<file path="src/rtl/alu_share_arb_if.sv">
// Handshake bundle between two ALU requesters, the shared combinational ALU and
// the alu_share_arb sequencer. The master side is the requesters plus the ALU.
interface alu_share_arb_if #(
  parameter int DATA_W = 32,
  parameter int CTRL_W = 6
);
  logic              req0;
  logic [DATA_W-1:0] a0;
  logic [DATA_W-1:0] b0;
  logic [CTRL_W-1:0] ctrl0;
  logic              gnt0;

  logic              req1;
  logic [DATA_W-1:0] a1;
  logic [DATA_W-1:0] b1;
  logic [CTRL_W-1:0] ctrl1;
  logic              gnt1;

  logic [DATA_W-1:0] alu_a;
  logic [DATA_W-1:0] alu_b;
  logic [CTRL_W-1:0] alu_ctrl;
  logic [DATA_W-1:0] alu_c;
  logic              alu_zero;

  logic              rsp_valid;
  logic              rsp_id;
  logic [DATA_W-1:0] rsp_c;
  logic              rsp_zero;
  logic              busy;

  modport master (
    output req0, a0, b0, ctrl0,
    input  gnt0,
    output req1, a1, b1, ctrl1,
    input  gnt1,
    input  alu_a, alu_b, alu_ctrl,
    output alu_c, alu_zero,
    input  rsp_valid, rsp_id, rsp_c, rsp_zero, busy
  );

  modport slave (
    input  req0, a0, b0, ctrl0,
    output gnt0,
    input  req1, a1, b1, ctrl1,
    output gnt1,
    output alu_a, alu_b, alu_ctrl,
    input  alu_c, alu_zero,
    output rsp_valid, rsp_id, rsp_c, rsp_zero, busy
  );
endinterface

</file>
<file path="src/rtl/alu_share_arb.sv">
// Round-robin arbiter that time-shares one combinational ALU between two
// requesters: grant + registered operands in EXEC, response captured on exit.
module alu_share_arb #(
  parameter int                DATA_W    = 32,
  parameter int                CTRL_W    = 6,
  parameter logic [CTRL_W-1:0] IDLE_CTRL = '0
) (
  input  logic            clk,
  input  logic            rst,
  alu_share_arb_if.slave  bus
);

  typedef enum logic {IDLE, EXEC} state_t;

  state_t            state_reg, state_next;
  logic              rr_ptr_reg, rr_ptr_next;
  logic              win_id_reg, win_id_next;
  logic [1:0]        gnt_reg, gnt_next;
  logic [DATA_W-1:0] alu_a_reg, alu_a_next;
  logic [DATA_W-1:0] alu_b_reg, alu_b_next;
  logic [CTRL_W-1:0] alu_ctrl_reg, alu_ctrl_next;
  logic              rsp_valid_reg, rsp_valid_next;
  logic              rsp_id_reg, rsp_id_next;
  logic [DATA_W-1:0] rsp_c_reg, rsp_c_next;
  logic              rsp_zero_reg, rsp_zero_next;

  logic [1:0]        req_vec;
  logic [DATA_W-1:0] a_vec    [2];
  logic [DATA_W-1:0] b_vec    [2];
  logic [CTRL_W-1:0] ctrl_vec [2];
  logic              pick;
  logic              issue;

  assign req_vec     = {bus.req1, bus.req0};
  assign a_vec[0]    = bus.a0;
  assign a_vec[1]    = bus.a1;
  assign b_vec[0]    = bus.b0;
  assign b_vec[1]    = bus.b1;
  assign ctrl_vec[0] = bus.ctrl0;
  assign ctrl_vec[1] = bus.ctrl1;

  // The pointer only matters under contention; a lone requester always wins.
  always_comb begin
    if (req_vec == 2'b11) begin
      pick = rr_ptr_reg;
    end else begin
      pick = req_vec[1];
    end
  end

  for (genvar gi = 0; gi < 2; gi++) begin : g_gnt
    assign gnt_next[gi] = issue && (pick == 1'(gi));
  end

  always_comb begin
    state_next     = state_reg;
    rr_ptr_next    = rr_ptr_reg;
    win_id_next    = win_id_reg;
    alu_a_next     = alu_a_reg;
    alu_b_next     = alu_b_reg;
    alu_ctrl_next  = alu_ctrl_reg;
    rsp_valid_next = 1'b0;
    rsp_id_next    = rsp_id_reg;
    rsp_c_next     = rsp_c_reg;
    rsp_zero_next  = rsp_zero_reg;
    issue          = 1'b0;

    case (state_reg)
      IDLE: begin
        alu_ctrl_next = IDLE_CTRL;
        if (|req_vec) begin
          issue         = 1'b1;
          win_id_next   = pick;
          alu_a_next    = a_vec[pick];
          alu_b_next    = b_vec[pick];
          alu_ctrl_next = ctrl_vec[pick];
          rr_ptr_next   = ~pick;
          state_next    = EXEC;
        end
      end
      EXEC: begin
        // ALU has settled on the registered operands during this cycle.
        rsp_c_next     = bus.alu_c;
        rsp_zero_next  = bus.alu_zero;
        rsp_id_next    = win_id_reg;
        rsp_valid_next = 1'b1;
        alu_ctrl_next  = IDLE_CTRL;
        state_next     = IDLE;
      end
      default: begin
        alu_ctrl_next = IDLE_CTRL;
        state_next    = IDLE;
      end
    endcase
  end

  always_ff @(posedge clk or negedge rst) begin
    if (!rst) begin
      state_reg     <= IDLE;
      rr_ptr_reg    <= 1'b0;
      win_id_reg    <= 1'b0;
      gnt_reg       <= 2'b00;
      alu_a_reg     <= '0;
      alu_b_reg     <= '0;
      alu_ctrl_reg  <= IDLE_CTRL;
      rsp_valid_reg <= 1'b0;
      rsp_id_reg    <= 1'b0;
      rsp_c_reg     <= '0;
      rsp_zero_reg  <= 1'b0;
    end else begin
      state_reg     <= state_next;
      rr_ptr_reg    <= rr_ptr_next;
      win_id_reg    <= win_id_next;
      gnt_reg       <= gnt_next;
      alu_a_reg     <= alu_a_next;
      alu_b_reg     <= alu_b_next;
      alu_ctrl_reg  <= alu_ctrl_next;
      rsp_valid_reg <= rsp_valid_next;
      rsp_id_reg    <= rsp_id_next;
      rsp_c_reg     <= rsp_c_next;
      rsp_zero_reg  <= rsp_zero_next;
    end
  end

  assign bus.gnt0      = gnt_reg[0];
  assign bus.gnt1      = gnt_reg[1];
  assign bus.alu_a     = alu_a_reg;
  assign bus.alu_b     = alu_b_reg;
  assign bus.alu_ctrl  = alu_ctrl_reg;
  assign bus.rsp_valid = rsp_valid_reg;
  assign bus.rsp_id    = rsp_id_reg;
  assign bus.rsp_c     = rsp_c_reg;
  assign bus.rsp_zero  = rsp_zero_reg;
  assign bus.busy      = (state_reg == EXEC);

endmodule
</file>
<file path="src/flat_wrapper.sv">
// flat-port wrapper written by rule: the top's interface ports become plain ports
module alu_share_arb_flat 
#(
  parameter int                DATA_W    = 32,
  parameter int                CTRL_W    = 6,
  parameter logic [CTRL_W-1:0] IDLE_CTRL = '0
)
  (clk, rst, bus_req0, bus_a0, bus_b0, bus_ctrl0, bus_gnt0, bus_req1, bus_a1, bus_b1, bus_ctrl1, bus_gnt1, bus_alu_a, bus_alu_b, bus_alu_ctrl, bus_alu_c, bus_alu_zero, bus_rsp_valid, bus_rsp_id, bus_rsp_c, bus_rsp_zero, bus_busy);
  alu_share_arb_if #(.DATA_W(DATA_W), .CTRL_W(CTRL_W)) bus_i ();
  input  logic clk;
  input  logic rst;
  input wire logic [$bits(bus_i.req0)-1:0] bus_req0;
  input wire logic [$bits(bus_i.a0)-1:0] bus_a0;
  input wire logic [$bits(bus_i.b0)-1:0] bus_b0;
  input wire logic [$bits(bus_i.ctrl0)-1:0] bus_ctrl0;
  output wire logic [$bits(bus_i.gnt0)-1:0] bus_gnt0;
  input wire logic [$bits(bus_i.req1)-1:0] bus_req1;
  input wire logic [$bits(bus_i.a1)-1:0] bus_a1;
  input wire logic [$bits(bus_i.b1)-1:0] bus_b1;
  input wire logic [$bits(bus_i.ctrl1)-1:0] bus_ctrl1;
  output wire logic [$bits(bus_i.gnt1)-1:0] bus_gnt1;
  output wire logic [$bits(bus_i.alu_a)-1:0] bus_alu_a;
  output wire logic [$bits(bus_i.alu_b)-1:0] bus_alu_b;
  output wire logic [$bits(bus_i.alu_ctrl)-1:0] bus_alu_ctrl;
  input wire logic [$bits(bus_i.alu_c)-1:0] bus_alu_c;
  input wire logic [$bits(bus_i.alu_zero)-1:0] bus_alu_zero;
  output wire logic [$bits(bus_i.rsp_valid)-1:0] bus_rsp_valid;
  output wire logic [$bits(bus_i.rsp_id)-1:0] bus_rsp_id;
  output wire logic [$bits(bus_i.rsp_c)-1:0] bus_rsp_c;
  output wire logic [$bits(bus_i.rsp_zero)-1:0] bus_rsp_zero;
  output wire logic [$bits(bus_i.busy)-1:0] bus_busy;
  assign bus_i.req0 = bus_req0;
  assign bus_i.a0 = bus_a0;
  assign bus_i.b0 = bus_b0;
  assign bus_i.ctrl0 = bus_ctrl0;
  assign bus_gnt0 = bus_i.gnt0;
  assign bus_i.req1 = bus_req1;
  assign bus_i.a1 = bus_a1;
  assign bus_i.b1 = bus_b1;
  assign bus_i.ctrl1 = bus_ctrl1;
  assign bus_gnt1 = bus_i.gnt1;
  assign bus_alu_a = bus_i.alu_a;
  assign bus_alu_b = bus_i.alu_b;
  assign bus_alu_ctrl = bus_i.alu_ctrl;
  assign bus_i.alu_c = bus_alu_c;
  assign bus_i.alu_zero = bus_alu_zero;
  assign bus_rsp_valid = bus_i.rsp_valid;
  assign bus_rsp_id = bus_i.rsp_id;
  assign bus_rsp_c = bus_i.rsp_c;
  assign bus_rsp_zero = bus_i.rsp_zero;
  assign bus_busy = bus_i.busy;
  alu_share_arb #(.DATA_W(DATA_W), .CTRL_W(CTRL_W), .IDLE_CTRL(IDLE_CTRL)) u_core (.clk(clk), .rst(rst), .bus(bus_i));
endmodule
</file>
<file path="config.mk">
export PLATFORM = sky130hd
export DESIGN_NAME = alu_share_arb_flat
export DESIGN_NICKNAME = d
export VERILOG_FILES = /design/src/rtl/alu_share_arb_if.sv /design/src/rtl/alu_share_arb.sv /design/src/flat_wrapper.sv
export SDC_FILE = /design/constraint.sdc
export NUM_CORES = 1
export LEC_CHECK = 0
export CAP_MARGIN = 20
export CORE_MARGIN = 5
export CORE_UTILIZATION = 31
export DETAILED_ROUTE_END_ITERATION = 7
export PLACE_DENSITY = 0.82
export SYNTH_ARGS = -nofsm -noshare
export SYNTH_HDL_FRONTEND = slang
export SYNTH_SLANG_ARGS = --single-unit
</file>
<file path="constraint.sdc">
create_clock -name clk -period 3.35 [get_ports clk]
set_clock_uncertainty 0.2 [all_clocks]
set_input_delay 0.67 -clock clk [delete_from_list [all_inputs] [get_ports clk]]
set_output_delay 0.67 -clock clk [all_outputs]
set_load 0.005 [all_outputs]
</file>
==> reports/qor.csv, run 1 <==
metric,value,unit
layout cells sized above 1,10.10,%
Mapped Avg Cell Area,14.19,µm²
largest net degree at the start of global routing,60,
buffer and inverter count on the worst path,1,
Setup WS pre-CTS,0.5412,ns
vias in the first global route,4330,
Layout fillers,1143,
H-tree level count,3,
Critical Path AT,1.64,ns
Clock Sinks,110,
yosys warns,0,
Via Count,3783,
Synth area leader,dfrtp_1,
Slew HR,49.61,%
Synth Cell Area,4471,µm²
Period minus WS final,2.506,ns
worst setup margin,0.8444,ns
CTS tree,built,
Sequential Area,2753,µm²
final max-slew violation count,0,
Clock Pin Slew Worst Setup and Hold Paths,0.08,ns
clk_lat worst skew,0.34,ns
max cap viols,0,
P_leak,3.199,nW
final hold violation count,0,
Power Density,527.3,nW/µm²
Final ANT Viol Nets,0,
Top delay family on crit path,flip-flops,
gp weighted congestion,0.8003,
Wirelength per Cell,19.58,µm
status,finished clean,
"Cell Chain, Critical Path",clkdlybuf4s50_1,
Worst path max stage delay,0.68,ns
Mapped Nets,492,
Hold WC Path Type,input pin to async pin,
maximum achievable frequency,399.1,MHz
Synth Instances,315,
NumNets Final,766,
Final Setup Violations,0,
TritonCTS Buffers,9,
slowest CP cell,dfrtp_1,
"Seq/Total Area, Yosys",61.57,%
Sum Neg Setup Slack,0,ns
initial antenna violation count,0,
CP required,2.48,ns
first-pass GRT wire length,22670,µm
Worst-Margin Slew,0.7558,ns
Setup crit end kind,output port,
quantity of gates resized following cts,0,
IO buf count,284,
#FFs+latches synth,110,
chip height,130.1,µm
critical path type,flip-flop to output port,
# rows,43,
Final period util,74.79,%
Antenna diodes,0,
Worst Setup Start Kind,flip-flop,
Yosys cell types,20,
# IOs,285,
most frequent cells in the layout,"283 x clkdlybuf4s50_1, 110 x dfrtp_1, 64 x and2_1, 64 x a221o_1, 34 x mux2_2",
initial core utilization,31.96,%
Initial DRC Count,178,
hold buffer count at CTS,0,
die area,16920,µm²
DR DRC count,0,
Final Core Density,55.31,%
Setup Buffers After CTS,0,
"commonest non-fill, non-tap cell in the layout",clkdlybuf4s50_1,
Yosys top cell area share,61.57,%
multi-input combinational cell area,1551,µm²
core area,13990,µm²
WL final,15150,µm
IR Drop Worst-Case VDD,0.2533,mV
vias per cell,4.888,
RSZ-0062 raised after global routing,false,
Synth area leaders,"dfrtp_1 62%, a221o_1 14%, and2_1 9.0%, mux2_2 8.6%, buf_6 2.0%",
1st-pass router iterations,4,
Crit Path Max Fanout,13,
die extent in x,130.1,µm
CTS Buffer Depth,2,
GRT Util Overall,17.37,%
Layout area overhead,73.08,%
hpwl dp,11450,µm
global route overflow,0,
root cell of the clock tree,clkbuf_16,
[where the power goes]
part	switching [W]	internal (W)
clock	0.000516	0.000515
sequential	0.000146	0.00159
combinational	0.000423	0.000890
total	0.00108	0.00300
[layer usage]
metal	routed length (µm)	global-route usage, %	part of all wire (%)
met5	0	0	0
met4	323	6.540	2.1
met3	1082	3.848	7.1
met2	8101	31.53	53
met1	5645	19.90	37
[path summary, 6_finish.rpt]
check | depth (start not counted) | startpoint | to | slack [ns]
worst max register to register | 3 | u_core.bus.busy$_DFF_PN0_ | u_core.bus.alu_b[16]$_DFFE_PN0P_ | 1.21
worst max-delay path | 1 | u_core.bus.busy$_DFF_PN0_ | bus_busy | 0.84
worst min register to register | 1 | u_core.win_id_reg$_DFFE_PN0P_ | u_core.win_id_reg$_DFFE_PN0P_ | 0.29
worst min-delay path | 1 | rst | u_core.bus.rsp_c[15]$_DFFE_PN0P_ | 0.17
min in group clk | 1 | u_core.win_id_reg$_DFFE_PN0P_ | u_core.win_id_reg$_DFFE_PN0P_ | 0.29
max in group asynchronous | 2 | rst | u_core.bus.alu_ctrl[2]$_DFF_PN0_ | 2.03
[metrics by stage]
| stage | power (W) | area, µm² | hold slack, ns | instances |
|---|---|---|---|---|
| final | 0.004080 | 7737 | 0.1740 | 774 |
| after global placement | 0.003039 | 7456 | 0.2549 | 758 |
| after CTS | 0.004128 | 7737 | 0.2082 | 774 |
| after detailed placement | 0.003084 | 7456 | 0.2687 | 758 |
| after global routing | 0.004281 | 7737 | 0.2507 | 774 |
| after floorplan | 0.002188 | 4471 | 0.1744 | 315 |
[cell usage after synthesis, drive strengths merged]
master / number
nor3b: 1
a221o: 64
dfrtp: 110
and2: 64
clkbuf: 5
nand3b: 1
mux2: 34
nor2b: 1
a21o: 2
o21bai: 1
a21oi: 1
nand2: 1
nand3: 1
inv: 1
and3b: 1
a22o: 5
buf: 22
[area by class of cell]
| class | instances | share of cell area (%) |
|---|---|---|
| Tap cell | 180 | 2.911 |
| Sequential cell | 110 | 35.58 |
| Clock buffer | 9 | 2.911 |
| Multi-Input combinational cell | 177 | 20.05 |
| Clock inverter | 7 | 0.7277 |
| Timing Repair Buffer | 290 | 37.77 |
| Inverter | 1 | 0.04851 |
[cell families after synthesis]
logic type / synth area share (%)
AO/OA/AOI/OAI: 15.92
buffers and inverters: 4.114
flip-flops: 61.57
multiplexers: 8.564
AND/OR/NAND/NOR: 9.824
Power figures use the tool's default switching activity.
==> run 2: changes to the inputs <==
==> constraint.sdc (replaced) <==
create_clock -name clk -period 2.5 [get_ports clk]
set_clock_uncertainty 0.2 [all_clocks]
set_input_delay 0.5 -clock clk [delete_from_list [all_inputs] [get_ports clk]]
set_output_delay 0.5 -clock clk [all_outputs]
set_load 0.005 [all_outputs]
==> reports/qor.csv, run 2 (same netlist as run 1, synthesis figures left out) <==
metric,value,unit,change
critical path type,flip-flop to output port,,unchanged
Slew HR,67.56,%,was 49.61%
final non-filler cell total,776,,was 774
Reg2Reg Depth,3,,unchanged
P_leak,3.218,nW,was 3.199 nW
root cell of the clock tree,clkbuf_16,,unchanged
Worst-Margin Slew,0.4867,ns,was 0.7558 ns
max cap viols,0,,unchanged
Hold WC Path Type,flip-flop to flip-flop,,was input pin to async pin
TritonCTS Buffers,9,,unchanged
worst reg2reg path startpoint,u_core.bus.busy$_DFF_PN0_,,unchanged
status,finished clean,,unchanged
1st-pass router iterations,4,,unchanged
Power Density,708.3,nW/µm²,was 527.3 nW/µm²
Placed Cells,760,,was 758
final max-slew violation count,0,,unchanged
chip height,130.1,µm,unchanged
cell-internal power,0.004128,W,was 0.002996 W
Period minus WS final,2.096,ns,
finished layout cell area,7780,µm²,was 7737 µm²
Layout fillers,1181,,was 1143
multi-input combinational cell area,1551,µm²,unchanged
vias per cell,4.898,,was 4.888
Top delay family on crit path,buffers and inverters,,was flip-flops
RR Endpoint,u_core.bus.alu_a[16]$_DFFE_PN0P_,,was u_core.bus.alu_b[16]$_DFFE_PN0P_
DR DRC count,0,,unchanged
Worst path max stage delay,0.58,ns,was 0.68 ns
RSZ-0062 raised after global routing,false,,unchanged
Final period util,83.86,%,
slowest CP cell,clkdlybuf4s50_1,,was dfrtp_1
clock power share,26.0,%,was 25.3%
GRT Util Overall,17.37,%,about the same
placed cell area,7471,µm²,was 7456 µm²
hpwl dp,11480,µm,was 11450 µm
die area,16920,µm²,unchanged
final hold violation count,0,,unchanged
sw frac,25.08,%,was 26.58%
NumNets Final,769,,was 766
hold_ws,0.2890,ns,was 0.1740 ns
core area,13990,µm²,unchanged
Setup crit end kind,output port,,unchanged
"commonest non-fill, non-tap cell in the layout",clkdlybuf4s50_1,,unchanged
most frequent cells in the layout,"283 x clkdlybuf4s50_1, 110 x dfrtp_1, 64 x and2_1, 64 x a221o_1, 34 x mux2_2",,unchanged
Sequential Area,2753,µm²,unchanged
critical path endpoint,bus_busy,,unchanged
Antenna diodes,0,,unchanged
reg2reg setup slack,0.75,ns,was 1.21 ns
CTS Buffer Depth,2,,unchanged
CP required,1.80,ns,was 2.48 ns
Via Count,3801,,was 3783
Hold Path Stages,1,,
combinational share of power,31.8,%,was 32.2%
Seq pwr share,42.2,%,was 42.6%
largest net degree at the start of global routing,72,,was 60
layout cells sized above 1,10.23,%,was 10.10%
quantity of gates resized following cts,0,,unchanged
# rows,43,,unchanged
CTS tree,built,,unchanged
Layout area overhead,74.03,%,was 73.08%
clk_lat worst skew,0.33,ns,was 0.34 ns
Crit. Startpoint,u_core.bus.busy$_DFF_PN0_,,unchanged
first-pass GRT wire length,22710,µm,was 22670 µm
Wirelength per Cell,19.26,µm,was 19.58 µm
Final Setup Violations,0,,unchanged
maximum achievable frequency,477.0,MHz,
Critical Path AT,1.40,ns,was 1.64 ns
die extent in x,130.1,µm,unchanged
P_sw,0.001382,W,was 0.001085 W
buffer and inverter count on the worst path,1,,unchanged
Worst Setup Start Kind,flip-flop,,unchanged
Clock Pin Slew Worst Setup and Hold Paths,0.07,ns,was 0.08 ns
Sum Neg Setup Slack,0,ns,unchanged
WL final,14940,µm,was 15150 µm
"Cell Chain, Critical Path",clkdlybuf4s50_1,,unchanged
Initial DRC Count,185,,was 178
instance count on the critical path,1,,unchanged
IO buf count,284,,unchanged
global route overflow,0,,unchanged
H-tree level count,3,,unchanged
initial core utilization,31.96,%,unchanged
vias in the first global route,4258,,was 4330
Clock Sinks,110,,unchanged
Final ANT Viol Nets,0,,unchanged
# IOs,285,,unchanged
initial antenna violation count,0,,unchanged
IR Drop Worst-Case VDD,0.3683,mV,was 0.2533 mV
gp weighted congestion,0.8103,,was 0.8003
Crit Path Max Fanout,7,,was 13
==> run 2: cell count changes in the layout (fill, tap and decap cells not counted), sizes merged <==
cell | previous run | this run
dlygate4sd3 | 0 | 1
clkbuf | 9 | 10
inv | 4 | 1
buf | 7 | 9
bufinv | 0 | 1
==> run 2: final cells by class <==
class / count / share of cell area [%]
clock inverters: 5 / 0.7720
clock buffers: 10 / 3.072
flip-flops and latches: 110 / 35.38
multi-input cells: 177 / 19.94
repair buffers: 293 / 37.89
well taps: 180 / 2.895
inverters: 1 / 0.04825
==> run 2: routing by layer <==
metal / GRT usage (%) / part of all wire [%] / vias up
met5: 0 / 0 / -
met4: 7.335 / 3.2 / 0
met3: 3.971 / 8.2 / 32
met2: 30.39 / 52 / 184
met1: 20.47 / 37 / 1860
li1: - / - / 1725
==> run 2: through the flow <==
stage	total power [W]	setup slack (ns)	utilization, %
2_1_floorplan	0.002932	0.8718	-
3_3_place_gp	0.004071	0.2665	53.41
3_5_place_dp	0.004135	0.2183	53.41
4_1_cts	0.005595	0.3768	55.62
5_1_grt	0.005805	0.3437	55.62
6_report	0.005510	0.4035	55.62
==> run 2: what timing repair did <==
action / in CTS / in global routing
hold endpoints to repair: 37 / 0
setup buffers: 0 / 0
hold buffers: 1 / 0
==> run 2: power by group through the flow <==
stage / combinational [W] / clock [W] / sequential [W]
6_report: 0.00175 / 0.00143 / 0.00233
5_1_grt: 0.00188 / 0.00155 / 0.00238
3_3_place_gp: 0.00173 / 0 / 0.00234
2_1_floorplan: 0.000578 / 0 / 0.00235
3_5_place_dp: 0.00178 / 0 / 0.00235
4_1_cts: 0.00179 / 0.00148 / 0.00233
==> run 2: worst min path at each step <==
stage	start	to	slack (ns)
floorplan	rst	u_core.bus.alu_a[0]$_DFFE_PN0P_	0.004
finish	u_core.win_id_reg$_DFFE_PN0P_	u_core.win_id_reg$_DFFE_PN0P_	0.29
detailed placement	u_core.win_id_reg$_DFFE_PN0P_	u_core.win_id_reg$_DFFE_PN0P_	0.27
global route	u_core.bus.rsp_c[16]$_DFFE_PN0P_	u_core.bus.rsp_c[16]$_DFFE_PN0P_	0.33
CTS	u_core.win_id_reg$_DFFE_PN0P_	u_core.win_id_reg$_DFFE_PN0P_	0.29
global placement	u_core.win_id_reg$_DFFE_PN0P_	u_core.win_id_reg$_DFFE_PN0P_	0.26
